`src/rtl/hpsdr_proto_pkg.sv`:
```
// Shared HPSDR old-protocol constants, state encoding and header helper.
// Used by tx_send (optional macro TX_REQ_TIMEOUT_EN) and tx_disc_rom.
package hpsdr_proto_pkg;

  localparam logic [7:0] PREAMBLE0     = 8'hEF;
  localparam logic [7:0] PREAMBLE1     = 8'hFE;
  localparam logic [7:0] CMD_DATA      = 8'h01;
  localparam logic [7:0] CMD_DISC_IDLE = 8'h02;
  localparam logic [7:0] CMD_DISC_RUN  = 8'h03;
  localparam logic [7:0] CMD_PROGRAM   = 8'h04;
  localparam logic [7:0] EP6           = 8'h06;

  localparam logic [10:0] DATA_FRAME_LEN = 11'd1032;
  localparam logic [10:0] DISC_FRAME_LEN = 11'd60;
  localparam logic [10:0] IQ_PAYLOAD_LEN = 11'd1024;
  localparam logic [10:0] HEADER_LEN     = 11'd8;

  typedef enum logic [2:0] {
    S_IDLE,
    S_REQ,
    S_HEADER,
    S_DATA,
    S_DISC
  } state_t;

  typedef enum logic {
    K_DATA,
    K_DISC
  } kind_t;

  function automatic logic [7:0] hdr_byte(
    input logic [2:0]  idx,
    input logic [31:0] seq
  );
    logic [7:0] b;
    case (idx)
      3'd0:    b = PREAMBLE0;
      3'd1:    b = PREAMBLE1;
      3'd2:    b = CMD_DATA;
      3'd3:    b = EP6;
      3'd4:    b = seq[31:24];
      3'd5:    b = seq[23:16];
      3'd6:    b = seq[15:8];
      default: b = seq[7:0];
    endcase
    return b;
  endfunction

endpackage

```
`src/rtl/tx_disc_rom.sv`:
```
// Combinational byte mux for the 60-byte Metis discovery reply.
// Byte index comes from the frame byte counter of tx_send.
module tx_disc_rom
  import hpsdr_proto_pkg::*;
#(
  parameter logic [7:0] CODE_VERSION = 8'd30,
  parameter logic [7:0] BOARD_ID     = 8'h06
) (
  input  logic [10:0] idx,
  input  logic [47:0] mac,
  input  logic        run_latched,
  output logic [7:0]  data
);

  always_comb begin
    data = 8'h00;
    case (idx)
      11'd0:   data = PREAMBLE0;
      11'd1:   data = PREAMBLE1;
      11'd2:   data = run_latched ? CMD_DISC_RUN
                                  : CMD_DISC_IDLE;
      11'd3:   data = mac[47:40];
      11'd4:   data = mac[39:32];
      11'd5:   data = mac[31:24];
      11'd6:   data = mac[23:16];
      11'd7:   data = mac[15:8];
      11'd8:   data = mac[7:0];
      11'd9:   data = CODE_VERSION;
      11'd10:  data = BOARD_ID;
      default: data = 8'h00;
    endcase
  end

endmodule

```
`src/rtl/tx_send.sv`:
```
// Builds EP6 IQ frames and discovery replies for the UDP transmitter.
// Optional macro TX_REQ_TIMEOUT_EN adds a grant timeout in REQ.
module tx_send
  import hpsdr_proto_pkg::*;
#(
  parameter logic [7:0]  CODE_VERSION = 8'd30,
  parameter logic [7:0]  BOARD_ID     = 8'h06,
  parameter logic [15:0] REQ_TIMEOUT  = 16'd50000
) (
  input  logic        tx_clk,
  input  logic        reset,
  input  logic        run,
  input  logic        discovery_reply,
  input  logic [47:0] mac,
  input  logic [11:0] tx_fifo_count,
  input  logic [7:0]  tx_fifo_data,
  output logic        tx_fifo_rdreq,
  output logic        udp_tx_request,
  output logic [10:0] udp_tx_length,
  input  logic        udp_tx_enable,
  output logic [7:0]  udp_tx_data
);

  state_t      state;
  kind_t       kind;
  logic [10:0] byte_cnt;
  logic [31:0] seq;
  logic        seq_clr;
  logic        disc_pending;
  logic        run_q;
  logic        run_latched;
  logic [7:0]  disc_byte;

  logic disc_req;
  logic run_rise;
  logic data_busy;
  logic data_end;
  logic fifo_ready;
  logic req_expire;

  assign disc_req   = disc_pending | discovery_reply;
  assign run_rise   = run & ~run_q;
  assign data_busy  = (kind == K_DATA) && (state != S_IDLE);
  assign fifo_ready = tx_fifo_count >= {1'b0, IQ_PAYLOAD_LEN};
  assign data_end   = (state == S_DATA) && udp_tx_enable &&
                      (byte_cnt == DATA_FRAME_LEN - 11'd1);

`ifdef TX_REQ_TIMEOUT_EN
  logic [15:0] tmo_cnt;

  assign req_expire = (state == S_REQ) && !udp_tx_enable &&
                      (tmo_cnt == REQ_TIMEOUT - 16'd1);

  always_ff @(posedge tx_clk) begin
    if (reset || state != S_REQ)
      tmo_cnt <= '0;
    else
      tmo_cnt <= tmo_cnt + 16'd1;
  end
`else
  assign req_expire = 1'b0;
`endif

  tx_disc_rom #(
    .CODE_VERSION (CODE_VERSION),
    .BOARD_ID     (BOARD_ID)
  ) u_rom (
    .idx         (byte_cnt),
    .mac         (mac),
    .run_latched (run_latched),
    .data        (disc_byte)
  );

  always_ff @(posedge tx_clk) begin
    if (reset) begin
      state          <= S_IDLE;
      kind           <= K_DATA;
      byte_cnt       <= '0;
      seq            <= '0;
      seq_clr        <= 1'b0;
      disc_pending   <= 1'b0;
      run_q          <= 1'b0;
      run_latched    <= 1'b0;
      udp_tx_request <= 1'b0;
      udp_tx_length  <= '0;
    end else begin
      run_q <= run;

      if (data_end) begin
        seq     <= (seq_clr | run_rise) ? '0 : seq + 32'd1;
        seq_clr <= 1'b0;
      end else if (!data_busy) begin
        if (seq_clr | run_rise)
          seq <= '0;
        seq_clr <= 1'b0;
      end else if (run_rise) begin
        seq_clr <= 1'b1;
      end

      if (state == S_REQ && kind == K_DISC &&
          (udp_tx_enable || req_expire))
        disc_pending <= 1'b0;
      if (discovery_reply)
        disc_pending <= 1'b1;

      unique case (state)
        S_IDLE: begin
          byte_cnt <= '0;
          if (disc_req) begin
            state          <= S_REQ;
            kind           <= K_DISC;
            run_latched    <= run;
            udp_tx_request <= 1'b1;
            udp_tx_length  <= DISC_FRAME_LEN;
          end else if (run && fifo_ready) begin
            state          <= S_REQ;
            kind           <= K_DATA;
            udp_tx_request <= 1'b1;
            udp_tx_length  <= DATA_FRAME_LEN;
          end
        end
        S_REQ: begin
          if (udp_tx_enable) begin
            udp_tx_request <= 1'b0;
            udp_tx_length  <= '0;
            byte_cnt       <= 11'd1;
            state          <= (kind == K_DATA) ? S_HEADER : S_DISC;
          end else if (req_expire) begin
            udp_tx_request <= 1'b0;
            udp_tx_length  <= '0;
            state          <= S_IDLE;
          end
        end
        S_HEADER: begin
          if (udp_tx_enable) begin
            byte_cnt <= byte_cnt + 11'd1;
            if (byte_cnt == HEADER_LEN - 11'd1)
              state <= S_DATA;
          end
        end
        S_DATA: begin
          if (udp_tx_enable) begin
            byte_cnt <= byte_cnt + 11'd1;
            if (data_end)
              state <= S_IDLE;
          end
        end
        S_DISC: begin
          if (udp_tx_enable) begin
            byte_cnt <= byte_cnt + 11'd1;
            if (byte_cnt == DISC_FRAME_LEN - 11'd1)
              state <= S_IDLE;
          end
        end
        default: state <= S_IDLE;
      endcase
    end
  end

  assign tx_fifo_rdreq = (state == S_DATA) && udp_tx_enable;

  always_comb begin
    udp_tx_data = 8'h00;
    unique case (1'b1)
      state == S_REQ:
        udp_tx_data = (kind == K_DISC) ? disc_byte
                                       : hdr_byte(3'd0, seq);
      state == S_HEADER:
        udp_tx_data = hdr_byte(byte_cnt[2:0], seq);
      state == S_DATA:
        udp_tx_data = tx_fifo_data;
      state == S_DISC:
        udp_tx_data = disc_byte;
      default: ;
    endcase
  end

endmodule
```
`config.mk`:
```
export PLATFORM = sky130hd
export DESIGN_NAME = tx_send
export DESIGN_NICKNAME = d
export VERILOG_FILES = /design/src/rtl/hpsdr_proto_pkg.sv /design/src/rtl/tx_disc_rom.sv /design/src/rtl/tx_send.sv
export SDC_FILE = /design/constraint.sdc
export NUM_CORES = 1
export LEC_CHECK = 0
export BUFFER_PORTS_ARGS = -buffer_cell sky130_fd_sc_hd__clkbuf_2
export CAP_MARGIN = 20
export CORE_UTILIZATION = 55
export DETAILED_ROUTE_END_ITERATION = 16
export PLACE_DENSITY = 0.81
export RECOVER_POWER = 100
export SLEW_MARGIN = 20
export SYNTH_ARGS = -nofsm -noshare
export SYNTH_HDL_FRONTEND = slang
export SYNTH_SLANG_ARGS = --single-unit
```
`constraint.sdc`:
```
create_clock -name tx_clk -period 3.8 [get_ports tx_clk]
set_clock_uncertainty 0.1 [all_clocks]
set_input_delay 0.76 -clock tx_clk [delete_from_list [all_inputs] [get_ports tx_clk]]
set_output_delay 0.76 -clock tx_clk [all_outputs]
set_load 0.03 [all_outputs]
```
==> flow_metrics.tcl, run 1 <==
set metrics [dict create \
    setup_total_negative_slack_ns 0 \
    drt_first_iter_violations 681 \
    gr-usage-all-layers 0.3211 \
    muxShareOfSynthArea 0.01041 \
    worstPathRequired_ns 2.94 \
    die_width_um 86.91 \
    seq_area_frac_synth 0.2726 \
    initial_antenna_violation_count 0 \
    slew_headroom -0.1542 \
    power.density_mw_per_mm2 487.5 \
    synth_flop_cell "dfxtp_1" \
    compound_gate_fraction_of_synth_area 0.3023 \
    largest_driver_fanout_on_the_critical_path 18 \
    fp.dieArea_mm2 0.007552 \
    crit_path_end_kind "output port" \
    antenna_violating_nets_post_route 0 \
    post_drt_wl_per_cell_um 17.82 \
    insertion_delay_ns 0.33 \
    n_antenna_cell 0 \
    cts_tree "yes" \
    drt_pre_antenna_iters 6 \
    count_of_filler_cells_inserted_in_the_layout 629 \
    synthXorXnorAreaFrac 0.03313 \
    port_buffers 77 \
    maxCapViolations 1 \
    rsz_0062_raised_after_global_routing "false" \
    pin_count_of_the_biggest_net_entering_global_routing 37 \
    holdPathEnd "udp_tx_length[10]$_SDFFE_PP0P_" \
    globalplace.congestion 0.9465 \
    first_global_vias 4045 \
    cts_setup_buffers 0 \
    route.detailed.drc 0 \
    num_io_pins 94 \
    ratio_of_final_minimum_period_to_clock_period 0.9485 \
    reg2regPathDepth 8 \
    fin_crit_ns 3.604 \
    setup_viol 0 \
    detail_route.wirelength_mm 12.08 \
    final_hold_viol_count 0 \
    std_cell_rows 30 \
    cp_data_arrival_time_ns 2.74 \
    ir_drop_uv 205.5 \
    layout_common_cells "clkbuf_2 (69), nor2_1 (56), dfxtp_1 (54)" \
    cts-root-buf "clkbuf_8" \
    syn_to_final_growth_pct 11.99 \
    timing.rr.end "seq[7]$_SDFFE_PP0P_" \
    clkSlewWorstSetupHoldPaths_ns 0.10 \
    core_mm2 0.006869 \
    yosys-top-cells-area "dfxtp_1 (27%), nor2_1 (5.2%), a21oi_1 (4.8%)" \
    outcome "finished, violations left" \
    initial_utilization 0.5772 \
    globalRoute.totalOverflow 0 \
    worst-setup-path-type "reg2out" \
    worst_setup_path_start_kind "flop" \
    tightestPinTransition_ns 1.731 \
    number_of_sinks_driven_by_the_clock_tree 54 \
    timing.fmax_mhz 277.4 \
    synthArstFlopShare 0 \
    htreeDepth 2 \
    synth_cells 528 \
    post_synth_fa_ha_maj_area_fraction 0.01893 \
    synth_area_leader_cell "dfxtp_1" \
    syn_area_per_cell_um2 7.510 \
    synthesis.area_mm2 0.003965 \
    cts_made_buffers 5 \
    post-dp-hpwl_mm 8.664 \
    leakage_nw 1.613 \
    yosys.area.top_type_share 0.2726 \
    dominant_combinational_cell_family_by_area_after_synthesis "compound AO/OA/AOI/OAI gates" \
    ys_types 67 \
    viasPerCell 6.794 \
    worst_hold_path_startpoint "udp_tx_length[10]$_SDFFE_PP0P_" \
    r2r-start "byte_cnt[0]$_SDFFE_PP0P_" \
    drv_slew 37 \
    vias 4606 \
    whs_path_depth 2 \
    layout.cells.most_common "clkbuf_2" \
    die-height_um 86.91 \
    post-layout-total-power_w 0.002165 \
    cts_max_path_buffers 2 \
    violated_checks "capacitance limit, slew limit" \
    synth_simple_gate_area_share 0.2900 \
    synth-warning-count 0 \
    min_path_type "reg2reg" \
    cts.hold.buffers_added 0 \
    post_route_cells_drive_above_1_share 0.1684 \
    synth_edf_count 0 \
    grt_pass1_wl_mm 19.18 \
    synth.ff_latch_count 54 \
    worst-r2r-setup-slack_ns 0.38 \
    fin_util 0.6464 \
    nets 660 \
]
==> synth_stat cells, types with 3 or more instances <==
cell       count
buf_2          5
o2111ai_1      6
a2111oi_0      3
nor2_1        55
a22o_1        10
nor3_1        17
or4_1          5
o221ai_1       5
inv_1         15
a31oi_1       13
o31ai_1        5
a221oi_1      10
a211oi_1       9
xor2_1        11
a21oi_1       38
o22ai_1        6
o22a_1         3
clkbuf_1      27
and2_1         5
xnor2_1        4
nand3_1       24
nor2b_1        8
o21ai_0       20
nand4_1       21
a22oi_1       19
a311oi_1       7
buf_4         11
nand2b_1       7
mux2i_1        3
nand2_1       29
dfxtp_1       54
nor4_1        11
buf_1          3
and3_1         9
a21boi_0       3
ha_1           6
==> worst max-delay path by stage <==
stage                        startpoint              to  slack, ns  depth (start not counted)
2_1_floorplan  byte_cnt[2]$_SDFFE_PP0P_  udp_tx_data[3]       0.41                          6
3_3_place_gp   byte_cnt[0]$_SDFFE_PP0P_  udp_tx_data[6]       0.54                          7
3_5_place_dp   byte_cnt[0]$_SDFFE_PP0P_  udp_tx_data[0]       0.50                          9
4_1_cts        byte_cnt[0]$_SDFFE_PP0P_  udp_tx_data[0]       0.14                          9
5_1_grt        byte_cnt[0]$_SDFFE_PP0P_  udp_tx_data[6]       0.03                          8
6_report       byte_cnt[0]$_SDFFE_PP0P_  udp_tx_data[6]       0.20                          8
==> where the power goes <==
part / switching, W / internal [W] / total [W]
logic: 0.000729 / 0.000348 / 0.00108
registers: 0.0000806 / 0.000600 / 0.000680
clock network: 0.000211 / 0.000196 / 0.000407
total: 0.00102 / 0.00114 / 0.00216
==> worst max-delay path: stages, from the launching register on <==
cell      delay [ns]
dfxtp_1         0.47
ha_1            0.62
nor4_1          0.16
buf_4           0.19
nor2_1          0.24
a22oi_1         0.12
o22a_1          0.22
o21ai_0         0.13
clkbuf_2        0.26
==> flip-flops by register name (all words and copies together) (netlist names) <==
| register | count |
|---|---|
| kind | 1 |
| seq_clr | 1 |
| state | 3 |
| run_q | 1 |
| seq | 32 |
| byte_cnt | 11 |
| udp_tx_length | 3 |
| disc_pending | 1 |
| run_latched | 1 |
==> through the flow <==
stage               setup slack (ns)  hold WS (ns)  instance area (um^2)  std cells
floorplan                     0.4109        0.3541                  3984        533
global placement              0.5382        0.3581                  4344        670
detailed placement            0.5000        0.3752                  4344        670
CTS                           0.1362        0.3898                  4458        678
global route                 0.02887        0.4191                  4441        678
finish                        0.1956        0.3817                  4441        678
==> layer usage <==
layer	track usage	routed length [um]	part of all wire
met1	0.4162	4775	0.40
met2	0.5240	5389	0.45
met3	0.05972	1515	0.13
met4	0.1333	401	0.033
met5	0	0	0
==> final cells by class <==
type | instances | area, um^2 | share of cell area
inverters | 17 | 63.81 | 0.01437
clock inverters | 3 | 45.04 | 0.01014
clock buffers | 5 | 68.82 | 0.01550
well taps | 96 | 120.1 | 0.02705
repair buffers | 87 | 436.7 | 0.09834
multi-input cells | 416 | 2625 | 0.5912
flip-flops and latches | 54 | 1081 | 0.2434
==> kinds of logic (layout without fill, tap and decap cells) <==
family / after synthesis / after routing
AND/OR/NAND/NOR: 213 / 213
AO/OA/AOI/OAI: 172 / 172
buffers and inverters: 63 / 112
flip-flops: 54 / 54
XOR/XNOR: 15 / 15
adder cells (fa/ha/maj): 6 / 6
multiplexers: 4 / 4
other: 1 / 6
==> what timing repair did <==
item	CTS	global route
resized for setup	0	2
setup endpoints to repair	0	7
hold endpoints to repair	0	0
No activity file was read; power rests on OpenSTA's default activity.
==> inputs of run 2 (changes only) <==
PLACE_DENSITY = 0.8   (was 0.81)
SYNTH_HIERARCHICAL = 1   (was unset)
==> run 2 against run 1 <==
The run ends with slew limit left. First-iteration DRC count shrank 32%. Design area grew 1.1%. Clock power shrank 18%. Core utilization shrank 2.8 points. Highest routed layer unchanged. Via count shrank 2.4%. Critical path depth grew 1. Largest power group unchanged.
==> flow_metrics.tcl, run 2 <==
set metrics [dict create \
    worst_setup_path_start_kind "flop" \
    reg2regPathDepth 5 \
    core_mm2 0.007253 \
    ratio_of_final_minimum_period_to_clock_period 0.9459 \
    first_global_vias 3884 \
    r2r-start "state[2]$_SDFFE_PP0P_" \
    final_hold_viol_count 0 \
    initial_utilization 0.5674 \
    rsz_0062_raised_after_global_routing "false" \
    cpPeakStageDelay_ns 0.58 \
    htreeDepth 2 \
    syn_to_final_growth_pct 9.091 \
    cts.hold.buffers_added 0 \
    netlist_top_cells_count "dfxtp_1 (54), a21oi_1 (49), nand2_1 (44)" \
    synth.ff_latch_count 54 \
    cts-root-buf "clkbuf_8" \
    crit_path_end_kind "output port" \
    cts_tree "yes" \
    synth_flop_cell "dfxtp_1" \
    timing.fmax_mhz 278.2 \
    compound_gate_fraction_of_synth_area 0.2779 \
    synth_simple_gate_area_share 0.2928 \
    critical_path.startpoint "byte_cnt[0]$_SDFFE_PP0P_" \
    syn_area_per_cell_um2 7.663 \
    ir_drop_uv 438.7 \
    leakage_nw 1.588 \
    vias 4495 \
    ys_types 78 \
    globalplace.congestion 0.9537 \
    number_of_sinks_driven_by_the_clock_tree 54 \
    fin_crit_ns 3.594 \
    worst_path_max_delay_cell "dfxtp_1" \
    place_area_mm2 0.004461 \
    post_cts_resized 0 \
    power.density_mw_per_mm2 423.9 \
    viasPerCell 6.514 \
    drt_pre_antenna_iters 5 \
    grt_pass1_wl_mm 18.42 \
    outcome "finished, violations left" \
    finalInstanceArea_mm2 0.004489 \
    muxShareOfSynthArea 0.05503 \
    globalRoute.totalOverflow 0 \
    yosys-top-cells-area "dfxtp_1 (26%), a21oi_1 (6.0%), nand2_1 (4.0%)" \
    fp.dieArea_mm2 0.007832 \
    layout_common_cells "clkbuf_2 (69), dfxtp_1 (54), a21oi_1 (49)" \
    regMostFlops "seq" \
    initial_antenna_violation_count 0 \
    tightestPinTransition_ns 1.752 \
    drv_slew 22 \
    whs_path_depth 2 \
    post_route_cells_drive_above_1_share 0.1743 \
    antenna_violating_nets_post_route 0 \
    violated_checks "slew limit" \
    setup_viol 0 \
    fin_util 0.6189 \
    worst_hold_path_startpoint "udp_tx_length[3]$_SDFFE_PP0P_" \
    post-dp-hpwl_mm 8.482 \
    timing.critical_path.mode_cell "o21ai_0" \
    synth_cells 537 \
    route.detailed.drc 0 \
    pin_count_of_the_biggest_net_entering_global_routing 25 \
    dominant_combinational_cell_family_by_area_after_synthesis "simple AND/OR/NAND/NOR gates" \
    num_io_pins 94 \
    worst-r2r-setup-slack_ns 0.44 \
    cell_class_contributing_the_biggest_share_of_worst_path_delay "compound AO/OA/AOI/OAI gates" \
    port_buffers 77 \
    post_drt_wl_per_cell_um 16.66 \
    slew_headroom -0.1678 \
    die_width_um 88.50 \
    cts_max_path_buffers 2 \
    synthXorXnorAreaFrac 0.01277 \
    maxCapViolations 0 \
    largest_register_ffs 32 \
    holdPathEnd "udp_tx_length[3]$_SDFFE_PP0P_" \
    worst-setup-path-type "reg2out" \
    yosys.area.top_type_share 0.2627 \
    worst-path-buf-inv 2 \
    post_synth_fa_ha_maj_area_fraction 0.02067 \
    synthesis.area_mm2 0.004115 \
    largest_driver_fanout_on_the_critical_path 19 \
    setup_total_negative_slack_ns 0 \
    synth-warning-count 6 \
    cp_data_arrival_time_ns 2.73 \
    insertion_delay_ns 0.31 \
    nets 669 \
    drt_first_iter_violations 461 \
    clkSlewWorstSetupHoldPaths_ns 0.10 \
    gr-usage-all-layers 0.2970 \
    most_frequent_cell_after_synthesis "dfxtp_1" \
    die-height_um 88.50 \
    worstPathRequired_ns 2.94 \
    n_antenna_cell 0 \
    std_cell_rows 31 \
    reg_top3 "seq (32), byte_cnt (11)" \
    cts_made_buffers 5 \
    layout.cells.most_common "clkbuf_2" \
    detail_route.wirelength_mm 11.49 \
    synth_area_leader_cell "dfxtp_1" \
    cts_setup_buffers 0 \
    timing.rr.end "seq[26]$_SDFFE_PP0P_" \
    seq_area_frac_synth 0.2627 \
    synthArstFlopShare 0 \
    synth_edf_count 0 \
    worstPathCellList "buf_4 -> mux4_2 -> a2bb2oi_1 -> nor2_1 -> nand2_1 -> o21ai_0 -> a32oi_1 -> o21ai_0 -> clkbuf_2" \
    min_path_type "reg2reg" \
]
run 2: worst register-to-register path: cells and delay by family (launching register included):
family / cells / cell delay [ns]
flops: 1 / 0.76
compound gates: 3 / 1.86
simple gates: 2 / 0.58
run 2: worst max-delay path by stage:
stage	to	slack (ns)	cells past startpoint
floorplan	udp_tx_data[0]	0.69	6
global placement	udp_tx_data[0]	0.52	8
detailed placement	udp_tx_data[0]	0.50	8
CTS	udp_tx_data[4]	0.24	9
global route	udp_tx_data[4]	0.06	9
finish	udp_tx_data[4]	0.21	9
run 2: power by group:
part	internal [W]	total (W)	switching (W)
combinational	0.000312	0.000914	0.000602
sequential	0.000598	0.000655	0.0000574
clock	0.000133	0.000334	0.000201
run 2: logic make-up (layout without fill, tap and decap cells):
logic type | count (synthesis) | in the layout
buffers and inverters | 63 | 112
multiplexers | 16 | 16
AND/OR/NAND/NOR | 221 | 221
XOR/XNOR | 6 | 6
flip-flops | 54 | 54
other | 1 | 6
AO/OA/AOI/OAI | 169 | 169
adder cells (fa/ha/maj) | 7 | 7
run 2: metrics by stage:
step / worst slack (ns) / std cells / hold WS, ns / power (W)
after floorplan: 0.6944 / 542 / 0.3507 / 0.001387
after global placement: 0.5249 / 682 / 0.3592 / 0.001576
after detailed placement: 0.4975 / 682 / 0.3832 / 0.001594
after CTS: 0.2423 / 690 / 0.4029 / 0.001923
after global routing: 0.05730 / 690 / 0.4325 / 0.002020
final: 0.2056 / 690 / 0.4007 / 0.001903
run 2: per-layer routing:
metal,vias up,global-route usage,wire length (um)
li1,2112,-,-
met1,2125,0.4130,4974
met2,234,0.4825,5316
met3,24,0.04104,1023
met4,0,0.07918,179
met5,-,0,0
run 2: final cells by class:
class                   instances  area (um^2)
flip-flops and latches         54         1081
inverters                      18        67.56
fillers                       671         2764
well taps                      99        123.9
clock buffers                   6        72.57
multi-input cells             425         2693
repair buffers                 86        435.4
clock inverters                 2        16.27
==> inputs of run 3 (changes only) <==
PLACE_DENSITY = 0.81   (was 0.8)
clock period = 3.45 ns   (was 3.8 ns; I/O delays follow)
==> run 3 against run 2 <==
The run now ends clean. Non-clock buffer count increased by 2. Sequential power increased by 7.8%. Power increased by 12%. Cell count increased by 0.29%. Die area unchanged. Hold slack got worse by 0.017 ns. Design area increased by 0.67%. Global-route usage decreased by 0.50 points. Sequential share of layout area about the same. First-iteration DRC count increased by 17%. Critical path depth decreased by 1. Clock power increased by 11%.
==> flow_metrics.tcl, run 3 (synthesis results as in run 2) <==
set metrics [dict create \
    post_route_cells_drive_above_1_share 0.1889 \
    syn_to_final_growth_pct 9.821 \
    fin_crit_ns 3.286 \
    cts_tree "yes" \
    globalRoute.totalOverflow 0 \
    seq_power_share 0.332 \
    number_of_sinks_driven_by_the_clock_tree 54 \
    cp_data_arrival_time_ns 2.50 \
    viasPerCell 6.510 \
    cts_max_path_buffers 2 \
    detail_route.wirelength_mm 11.44 \
    port_buffers 77 \
    first_global_vias 3872 \
    cts.hold.buffers_added 0 \
    std_cell_rows 31 \
    worst_setup_path_start_kind "flop" \
    leakage_nw 1.611 \
    core_mm2 0.007253 \
    tightestPinTransition_ns 1.355 \
    cts_made_buffers 5 \
    clkSlewWorstSetupHoldPaths_ns 0.10 \
    post_drt_wl_per_cell_um 16.53 \
    die-height_um 88.50 \
    ir_drop_uv 522.5 \
    post_cts_resized 0 \
    worstPathRequired_ns 2.66 \
    timing.rr.end "state[0]$_SDFFE_PP0P_" \
    worst-setup-path-type "reg2out" \
    die_width_um 88.50 \
    setup_total_negative_slack_ns 0 \
    layout_common_cells "clkbuf_2 (69), dfxtp_1 (50), a21oi_1 (49)" \
    largest_driver_fanout_on_the_critical_path 8 \
    place_area_mm2 0.004476 \
    initial_utilization 0.5674 \
    insertion_delay_ns 0.32 \
    p_int_w 0.001163 \
    fp.dieArea_mm2 0.007832 \
    globalplace.congestion 0.9959 \
    min_path_type "reg2reg" \
    largest_register_ffs 32 \
    route.detailed.drc 0 \
    finalInstanceArea_mm2 0.004519 \
    rsz_0062_raised_after_global_routing "false" \
    outcome "complete, no violations" \
    ratio_of_final_minimum_period_to_clock_period 0.9523 \
    reg_top3 "seq (32), byte_cnt (11)" \
    setup_viol 0 \
    drt_pre_antenna_iters 8 \
    power_frac_clock 0.174 \
    slew_headroom 0.08934 \
    holdPathEnd "udp_tx_length[3]$_SDFFE_PP0P_" \
    worst-r2r-setup-slack_ns 0.44 \
    maxCapViolations 0 \
    regMostFlops "seq" \
    post-dp-hpwl_mm 8.519 \
    crit_path_end_kind "output port" \
    vias 4505 \
    antenna_violating_nets_post_route 0 \
    worst_hold_path_startpoint "udp_tx_length[3]$_SDFFE_PP0P_" \
    timing.fmax_mhz 304.4 \
    htreeDepth 2 \
    num_io_pins 94 \
    proportion_of_power_drawn_by_combinational_gates 0.494 \
    grt_pass1_wl_mm 18.05 \
    reg2regPathDepth 6 \
    whs_path_depth 2 \
    gr-usage-all-layers 0.2920 \
    drv_slew 0 \
    cts_setup_buffers 0 \
    layout.cells.most_common "clkbuf_2" \
    r2r-start "byte_cnt[1]$_SDFFE_PP0P_" \
    pin_count_of_the_biggest_net_entering_global_routing 28 \
    initial_antenna_violation_count 0 \
    drt_first_iter_violations 540 \
    power.density_mw_per_mm2 470.6 \
    cts-root-buf "clkbuf_8" \
    p_sw_frac 0.4531 \
    n_antenna_cell 0 \
    nets 671 \
    power_switching_w 0.0009636 \
    final_hold_viol_count 0 \
]
## run 3: worst max path at each step
stage / start / endpoint / slack [ns] / cells after the start
2_1_floorplan: byte_cnt[0]$_SDFFE_PP0P_ / udp_tx_data[4] / 0.45 / 7
5_1_grt: byte_cnt[6]$_SDFFE_PP0P_ / udp_tx_data[6] / 0.02 / 8
3_3_place_gp: mac[8] / udp_tx_data[0] / 0.31 / 8
6_report: byte_cnt[6]$_SDFFE_PP0P_ / udp_tx_data[0] / 0.16 / 8
4_1_cts: byte_cnt[0]$_SDFFE_PP0P_ / udp_tx_data[2] / 0.06 / 8
3_5_place_dp: mac[8] / udp_tx_data[0] / 0.31 / 8
## run 3: layout make-up
class | instances | area (um^2)
fill | 687 | 2734
tap | 99 | 123.9
sequential | 54 | 1086
inverter | 18 | 67.56
multi-input combinational | 425 | 2693
clock buffer | 5 | 68.82
clock inverter | 3 | 18.77
timing repair buffer | 88 | 461.7
## run 3: per-layer routing
metal / GRT usage / wire (um) / share of wire
met3: 0.04104 / 1048 / 0.092
met4: 0.07771 / 164 / 0.014
met1: 0.3999 / 4969 / 0.43
met2: 0.4818 / 5253 / 0.46
met5: 0 / 0 / 0
## run 3: per-stage QoR
stage	hold WS [ns]	power, W	setup WS [ns]	util	std cells
2_1_floorplan	0.3507	0.001528	0.4517	-	542
3_3_place_gp	0.3615	0.001749	0.3093	0.6170	684
3_5_place_dp	0.3685	0.001774	0.3094	0.6170	684
4_1_cts	0.3826	0.002133	0.06233	0.6291	692
5_1_grt	0.4212	0.002244	0.02155	0.6231	692
6_report	0.3842	0.002127	0.1644	0.6231	692
## run 3: critical path: stages (launching register included)
cell and delay [ns]:
dfxtp_1 0.36, or4_4 0.56, nand2b_4 0.20, nor2_1 0.16
a32o_1 0.20, o21ai_0 0.07, a21boi_0 0.17, o221ai_1 0.21
clkbuf_2 0.25
## run 3: power by group through the flow
stage          Combinational [W]  Sequential, W  Clock, W
6_report                 0.00105       0.000706  0.000370
5_1_grt                  0.00114       0.000712  0.000392
4_1_cts                  0.00106       0.000703  0.000369
3_5_place_dp             0.00106       0.000717         0
3_3_place_gp             0.00103       0.000717         0
2_1_floorplan           0.000804       0.000724         0
